File: src/rtl/tank_pkg.sv
// Shared tank types and constants: coordinate/angle widths, angle range,
// scheduler state encoding and the committed pose record.
package tank_pkg;

    localparam int COORD_W = 10;
    localparam int ANG_W   = 7;
    localparam int ANG_MAX = 90;

    typedef enum logic [3:0] {
        IDLE,
        SEL,
        ROT_PROP,
        ROT_WAIT,
        ROT_CHK,
        MOV_PROP,
        MOV_WAIT,
        MOV_CHK,
        NEXT
    } sched_state_t;

    typedef struct packed {
        logic [COORD_W-1:0] x;
        logic [COORD_W-1:0] y;
        logic [ANG_W-1:0]   angle;
    } tank_pose_t;

    // One angle step, wrapping at both ends of 0..ANG_MAX-1; cw=1 steps up.
    function automatic logic [ANG_W-1:0] ang_step(input logic [ANG_W-1:0] a, input logic cw);
        if (cw)
            return (a == ANG_W'(ANG_MAX - 1)) ? '0 : a + ANG_W'(1);
        else
            return (a == '0) ? ANG_W'(ANG_MAX - 1) : a - ANG_W'(1);
    endfunction

endpackage

File: src/rtl/tank_dir_lut.sv
// Angle -> unit step. One angle unit is 4 degrees; dx = round(2*cos),
// dy = round(2*sin), so each component is a signed value in -2..2.
module tank_dir_lut
    import tank_pkg::*;
(
    input  logic [ANG_W-1:0] angle,
    output logic signed [2:0] dx,
    output logic signed [2:0] dy
);

    logic [ANG_W-1:0] m45;
    logic [ANG_W-1:0] dc;
    logic [ANG_W:0]   a2;
    logic [ANG_W:0]   ds2;
    logic [2:0]       cmag;
    logic [2:0]       smag;

    // dc: distance (units) to nearest 0/180 deg; ds2: distance (half units)
    // to nearest 90/270 deg. Thresholds are where 2*cos crosses 1.5 and 0.5.
    always_comb begin
        m45 = (angle >= 7'd45) ? angle - 7'd45 : angle;
        dc  = (m45 <= 7'd22) ? m45 : 7'd45 - m45;
        a2  = {angle, 1'b0};
        if (a2 <= 8'd90)
            ds2 = (a2 >= 8'd45) ? a2 - 8'd45 : 8'd45 - a2;
        else
            ds2 = (a2 >= 8'd135) ? a2 - 8'd135 : 8'd135 - a2;
        cmag = (dc <= 7'd10) ? 3'd2 : (dc <= 7'd18) ? 3'd1 : 3'd0;
        smag = (ds2 <= 8'd20) ? 3'd2 : (ds2 <= 8'd37) ? 3'd1 : 3'd0;
        dx   = (angle >= 7'd23 && angle <= 7'd67) ? 3'd0 - cmag : cmag;
        dy   = (angle > 7'd45) ? 3'd0 - smag : smag;
    end

endmodule

File: src/rtl/tank_move_sched.sv
// Per-frame rotate/move scheduler sharing one collision checker across tanks.
// Optional frame-overrun counter: define TANK_MOVE_SCHED_OVERRUN_EN.
module tank_move_sched
    import tank_pkg::*;
#(
    parameter int                 NUM_TANKS = 2,
    parameter int                 WAIT_CYC  = 2,
    parameter logic [COORD_W-1:0] SPAWN_X0  = 10'd80,
    parameter logic [COORD_W-1:0] SPAWN_Y0  = 10'd80,
    parameter logic [ANG_W-1:0]   SPAWN_A0  = 7'd0,
    parameter logic [COORD_W-1:0] SPAWN_X1  = 10'd560,
    parameter logic [COORD_W-1:0] SPAWN_Y1  = 10'd400,
    parameter logic [ANG_W-1:0]   SPAWN_A1  = 7'd45
) (
    input  logic                           Clk,
    input  logic                           Reset_n,
    input  logic                           frame_tick,
    input  logic [NUM_TANKS-1:0]           fwd,
    input  logic [NUM_TANKS-1:0]           rev,
    input  logic [NUM_TANKS-1:0]           left,
    input  logic [NUM_TANKS-1:0]           right,
    input  logic                           front_col,
    input  logic                           back_col,
    output logic [COORD_W-1:0]             col_x,
    output logic [COORD_W-1:0]             col_y,
    output logic [ANG_W-1:0]               col_angle,
    output logic [NUM_TANKS*COORD_W-1:0]   tank_x,
    output logic [NUM_TANKS*COORD_W-1:0]   tank_y,
    output logic [NUM_TANKS*ANG_W-1:0]     tank_angle,
    output logic                           busy,
    output logic                           done,
    output logic [7:0]                     overrun_cnt,
    output logic [3:0]                     dbg_state
);

    localparam int IDX_W = (NUM_TANKS > 1) ? $clog2(NUM_TANKS) : 1;
    localparam int WC_W  = $clog2(WAIT_CYC + 1);

    sched_state_t         state;
    logic [IDX_W-1:0]     idx;
    logic [WC_W-1:0]      wait_cnt;
    logic [NUM_TANKS-1:0] fwd_s, rev_s, left_s, right_s;
    tank_pose_t           pose [NUM_TANKS];

    tank_pose_t           cur;
    logic                 rot_req, mov_req, last_tank, advance;
    logic signed [2:0]    dx, dy;
    logic [COORD_W-1:0]   step_x, step_y;

    function automatic tank_pose_t spawn_pose(input int i);
        tank_pose_t p;
        if (i == 1) begin
            p.x = SPAWN_X1; p.y = SPAWN_Y1; p.angle = SPAWN_A1;
        end else begin
            p.x = SPAWN_X0; p.y = SPAWN_Y0; p.angle = SPAWN_A0;
        end
        return p;
    endfunction

    // A checked tank hands over to the next one straight from its last CHK
    // state; only request-free tanks pass through NEXT.
    always_comb begin
        cur       = pose[idx];
        rot_req   = left_s[idx] ^ right_s[idx];
        mov_req   = fwd_s[idx] ^ rev_s[idx];
        last_tank = (idx == IDX_W'(NUM_TANKS - 1));
        step_x    = {{(COORD_W-3){dx[2]}}, dx};
        step_y    = {{(COORD_W-3){dy[2]}}, dy};
        advance   = (state == NEXT) || (state == MOV_CHK) || (state == ROT_CHK && !mov_req);
    end

    tank_dir_lut u_dir (
        .angle (cur.angle),
        .dx    (dx),
        .dy    (dy)
    );

    always_ff @(posedge Clk or negedge Reset_n) begin
        if (!Reset_n) begin
            state     <= IDLE;
            idx       <= '0;
            wait_cnt  <= '0;
            fwd_s     <= '0;
            rev_s     <= '0;
            left_s    <= '0;
            right_s   <= '0;
            busy      <= 1'b0;
            done      <= 1'b0;
            col_x     <= SPAWN_X0;
            col_y     <= SPAWN_Y0;
            col_angle <= SPAWN_A0;
            for (int i = 0; i < NUM_TANKS; i++) pose[i] <= spawn_pose(i);
        end else begin
            done <= 1'b0;
            case (state)
                IDLE: begin
                    col_x     <= pose[0].x;
                    col_y     <= pose[0].y;
                    col_angle <= pose[0].angle;
                    if (frame_tick) begin
                        fwd_s   <= fwd;
                        rev_s   <= rev;
                        left_s  <= left;
                        right_s <= right;
                        idx     <= '0;
                        busy    <= 1'b1;
                        state   <= SEL;
                    end
                end
                SEL: begin
                    if (rot_req)      state <= ROT_PROP;
                    else if (mov_req) state <= MOV_PROP;
                    else              state <= NEXT;
                end
                ROT_PROP: begin
                    col_x     <= cur.x;
                    col_y     <= cur.y;
                    col_angle <= ang_step(cur.angle, right_s[idx]);
                    wait_cnt  <= WC_W'(WAIT_CYC - 1);
                    state     <= ROT_WAIT;
                end
                ROT_WAIT: begin
                    if (wait_cnt == '0) state <= ROT_CHK;
                    else                wait_cnt <= wait_cnt - WC_W'(1);
                end
                ROT_CHK: begin
                    if (!front_col && !back_col) pose[idx].angle <= col_angle;
                    if (mov_req) state <= MOV_PROP;
                end
                MOV_PROP: begin
                    col_x     <= fwd_s[idx] ? cur.x + step_x : cur.x - step_x;
                    col_y     <= fwd_s[idx] ? cur.y + step_y : cur.y - step_y;
                    col_angle <= cur.angle;
                    wait_cnt  <= WC_W'(WAIT_CYC - 1);
                    state     <= MOV_WAIT;
                end
                MOV_WAIT: begin
                    if (wait_cnt == '0) state <= MOV_CHK;
                    else                wait_cnt <= wait_cnt - WC_W'(1);
                end
                MOV_CHK: begin
                    if (fwd_s[idx] ? !front_col : !back_col) begin
                        pose[idx].x <= col_x;
                        pose[idx].y <= col_y;
                    end
                end
                NEXT: ;
                default: state <= IDLE;
            endcase

            if (advance) begin
                if (last_tank) begin
                    state     <= IDLE;
                    busy      <= 1'b0;
                    done      <= 1'b1;
                    col_x     <= pose[0].x;
                    col_y     <= pose[0].y;
                    col_angle <= pose[0].angle;
                end else begin
                    idx   <= idx + IDX_W'(1);
                    state <= SEL;
                end
            end
        end
    end

    for (genvar i = 0; i < NUM_TANKS; i++) begin : g_out
        assign tank_x[i*COORD_W +: COORD_W]   = pose[i].x;
        assign tank_y[i*COORD_W +: COORD_W]   = pose[i].y;
        assign tank_angle[i*ANG_W +: ANG_W]   = pose[i].angle;
    end

    assign dbg_state = state;

`ifdef TANK_MOVE_SCHED_OVERRUN_EN
    logic [7:0] ovr_q;

    always_ff @(posedge Clk or negedge Reset_n) begin
        if (!Reset_n)
            ovr_q <= 8'd0;
        else if (frame_tick && busy && ovr_q != 8'hFF)
            ovr_q <= ovr_q + 8'd1;
    end

    assign overrun_cnt = ovr_q;
`else
    assign overrun_cnt = 8'd0;
`endif

endmodule

File: config.mk
export PLATFORM = sky130hd
export DESIGN_NAME = tank_move_sched
export DESIGN_NICKNAME = d
export VERILOG_FILES = /design/src/rtl/tank_pkg.sv /design/src/rtl/tank_dir_lut.sv /design/src/rtl/tank_move_sched.sv
export SDC_FILE = /design/constraint.sdc
export NUM_CORES = 1
export LEC_CHECK = 0
export ABC_CLOCK_PERIOD_IN_PS = 6300
export BUFFER_PORTS_ARGS = -buffer_cell sky130_fd_sc_hd__buf_2
export CORE_ASPECT_RATIO = 1.25
export CORE_MARGIN = 1.5
export CORE_UTILIZATION = 55
export CTS_CLUSTER_SIZE = 30
export DETAILED_ROUTE_END_ITERATION = 8
export PLACE_DENSITY = 0.79
export SETUP_SLACK_MARGIN = 0.15
export SYNTH_ARGS = -nofsm -noshare
export SYNTH_HDL_FRONTEND = slang
export SYNTH_SLANG_ARGS = --single-unit
File: constraint.sdc
create_clock -name Clk -period 6.3 [get_ports Clk]
set_input_delay 0 -clock Clk [delete_from_list [all_inputs] [get_ports Clk]]
set_output_delay 0 -clock Clk [all_outputs]
set_load 0.02 [all_outputs]
==> results.md <==
- Status: finished clean
- Fin. Hold Viols: 0
- Synth Register Bits: 98
- Post-synth EDFFs: 0
- Drt wl/cell: 19.0 um
- Crit Path Class: reg -> reg
- Crit-path leading delay family: compound AO/OA/AOI/OAI gates
- Die Y: 133 um
- Clock root cell: clkbuf_16
- Hold Path Class: in -> async
- Worst r2r src: idx$_DFF_PN0_
- Fin crit period: 5.81 ns
- Worst-path clk slew: 0.07 ns
- Setup TNS: 0 ns
- First-pass GRT wire length: 31,900 um
- Critical path data required time: 6.51 ns
- Max FO, Critical Path: 7
- Crit. path cell count: 27
- # DRC: 0
- RSZ-0062 raised after global routing: false
- Normalized max-slew margin: 28.8%
- # nets final: 910
- GR Util All Layers: 28.1%
- Longest Clk Path Bufs: 2
- Vias in the first global route: 6,398
- Via count of the routed design: 6,509
- Antenna cell count: 0
- Synth-to-layout area growth: 15.4%
- Dpl hpwl: 13,400 um
- Skew-Pair Late Insertion Delay: 0.35 ns
- FF-to-FF path depth: 27
- Post-DRT Antenna Nets: 0
- Crit. End Element: register
- Worst path max stage delay: 0.45 ns
- Worst path bufs/invs: 2
- Initial antenna violation count: 0
- Share of cells above drive strength 1: 34.7%
- Row count: 47
- Initial cell density of the core: 56.2%
- Ys async rst share: 100%
- DR vias/cell: 6.28
- Worst clock skew: 0.0128 ns
- H-tree levels: 3
- Max-Cap Viols: 0
- Crit path to: col_y[9]$_DFF_PN0_
- Syn. warnings: 0
- Area leader, netlist: dfrtp_1
- Fin. max-slew vios: 0
- R2R Setup Slk: 0.49 ns
- Top-count cell post-synth: mux2_2
- # port buffers: 99
- Die footprint: 14,200 um2
- Top post-synthesis cells by area: dfrtp_1, mux2_2, dfstp_2, ha_1, xnor2_1
- Reg-to-Reg End: col_y[9]$_DFF_PN0_
- Setup violators final: 0
- Post-synth top cells: mux2_2, dfrtp_1, nand2_1, o21ai_0, nor2_1
- Crit start category: register
- CTS tree: yes
- Global-route congestion overflow total: 0
- Most used cell, CP: a21oi_1
- Seq/Total Area, Yosys: 33.4%
- Synth cell types: 92
- Iteration-0 DRC Markers: 515
- Syn avg cell area: 9.80 um2
- Placer Congestion: 0.946
- Horiz. Die Dim: 107 um
- Num CTS Buffers: 9
- Slew @ Worst Pin: 1.06 ns
- I/O pins: 108
- Final wirelength: 19,700 um
- Syn Inst Count: 755
- Critical path origin: idx$_DFF_PN0_
- Core area: 13,200 um2
- Critical Path AT: 6.02 ns
- # clock sinks: 98
- Post-synth top area share: 27.0%
- Number of iterations in the first detailed-routing pass: 7
- Main synth FF type: dfrtp_1
- Largest net degree at the start of global routing: 72
- F_max: 172 MHz
- Synth Cell Area: 7400 um2
- Post-route clock period utilization: 92.2%
- CP max-delay cell: dfrtp_2
## state kept, by name, indices dropped and copies added, names as in the netlist
signal,cells
tank_angle,14
idx,1
right_s,2
col_y,10
rev_s,2
col_x,10
left_s,2
fwd_s,2
busy,1
tank_y,20
wait_cnt,2
col_angle,7
done,1
tank_x,20
dbg_state,4
## kinds of logic (layout without fill, tap and decap cells)
| kind of cell | after synthesis | in the layout | synth area share [%] |
|---|---|---|---|
| flops | 98 | 98 | 33.4 |
| buf+inv | 70 | 173 | 5.12 |
| other cells | 1 | 8 | 0.0507 |
| fa+ha+maj | 38 | 38 | 6.59 |
| simple gates | 196 | 196 | 13.6 |
| compound gates | 208 | 208 | 20.1 |
| xor+xnor | 39 | 39 | 4.62 |
| mux | 105 | 105 | 16.4 |
## layout by cell type (no fill, tap or decap), types with 5 or more instances in the layout
cell type / n
dfrtp_1: 79
a222oi_1: 18
conb_1: 8
and2_1: 5
inv_1: 22
a221oi_1: 8
o22ai_1: 6
clkbuf_16: 9
mux2i_2: 5
o21bai_1: 8
nand3_1: 12
o21ai_0: 51
nor2b_1: 7
o211ai_1: 6
nor2_1: 40
a21oi_1: 35
xor2_1: 9
or3_1: 6
buf_2: 98
xnor2_1: 29
a21o_1: 7
buf_4: 23
mux2_2: 85
nand2b_1: 8
dlygate4sd3_1: 10
mux2i_1: 9
nand2_1: 66
dfstp_2: 18
a31oi_1: 13
ha_1: 32
## metal layers
metal	track usage [%]	part of all wire, %	wire length, um	vias to the layer above
met2	48.1	51	10100	264
met5	0	0	0	-
met3	3.69	5.6	1100	66
met1	35.3	40	7830	3174
li1	-	-	-	3005
met4	12.6	3.5	696	0
## worst register-to-register path, cell delays in order (launching register included)
cell	delay (ns)
dfrtp_2	0.45
buf_4	0.16
and2b_2	0.22
a21oi_2	0.17
ha_2	0.27
nand3_4	0.09
a31oi_2	0.27
nor2_2	0.13
a311oi_1	0.26
a22oi_1	0.15
xnor2_1	0.28
o21a_1	0.23
nor2b_1	0.22
inv_1	0.06
ha_1	0.27
nor2_1	0.04
a21oi_1	0.23
ha_1	0.29
a21o_1	0.16
a21oi_1	0.26
o21bai_1	0.11
a21oi_1	0.26
o21bai_1	0.15
a21o_1	0.23
a211oi_1	0.31
nor4_1	0.08
a221oi_1	0.22
nand3_1	0.11
## final cells by class
type                    count  area [um2]
clock inverters             5        86.3
well taps                 171         214
repair buffers            132         774
fillers                  1111        4630
flip-flops and latches     98        2480
multi-input cells         594        4640
clock buffers              11         243
inverters                  25         101
## metrics by stage
step	instance area, um2	setup slack, ns	utilization, %	instances	hold slack (ns)
2_1_floorplan	7430	0.652	-	762	-0.296
3_3_place_gp	7990	0.473	60.7	1002	-0.0648
3_5_place_dp	7990	0.229	60.7	1002	-0.0656
4_1_cts	8420	0.177	63.9	1028	0.116
5_1_grt	8540	0.0667	64.8	1036	0.145
6_report	8540	0.493	64.8	1036	0.122
## worst min-delay path by stage
stage            start                    endpoint  slack [ns]  cells after the start
4_1_cts        Reset_n          col_x[5]$_DFF_PN0_        0.12                      2
3_3_place_gp   Reset_n          col_x[5]$_DFF_PN0_       -0.06                      1
2_1_floorplan  Reset_n              busy$_DFF_PN0_       -0.30                      0
6_report       Reset_n  tank_angle[13]$_DFFE_PN0P_        0.12                      2
5_1_grt        Reset_n       tank_x[5]$_DFFE_PN0P_        0.15                      2
3_5_place_dp   Reset_n          col_x[5]$_DFF_PN0_       -0.07                      1
## repair_timing
| item | in CTS | in global routing |
|---|---|---|
| setup endpoints to repair | 0 | 7 |
| hold buffers | 10 | 0 |
| setup buffers | 0 | 8 |
| resized for setup | 0 | 15 |
| endpoints found under the hold margin | 37 | 0 |
Power is not shown: default switching activity piles up to over one toggle a cycle in this logic, so the estimate is an artifact.
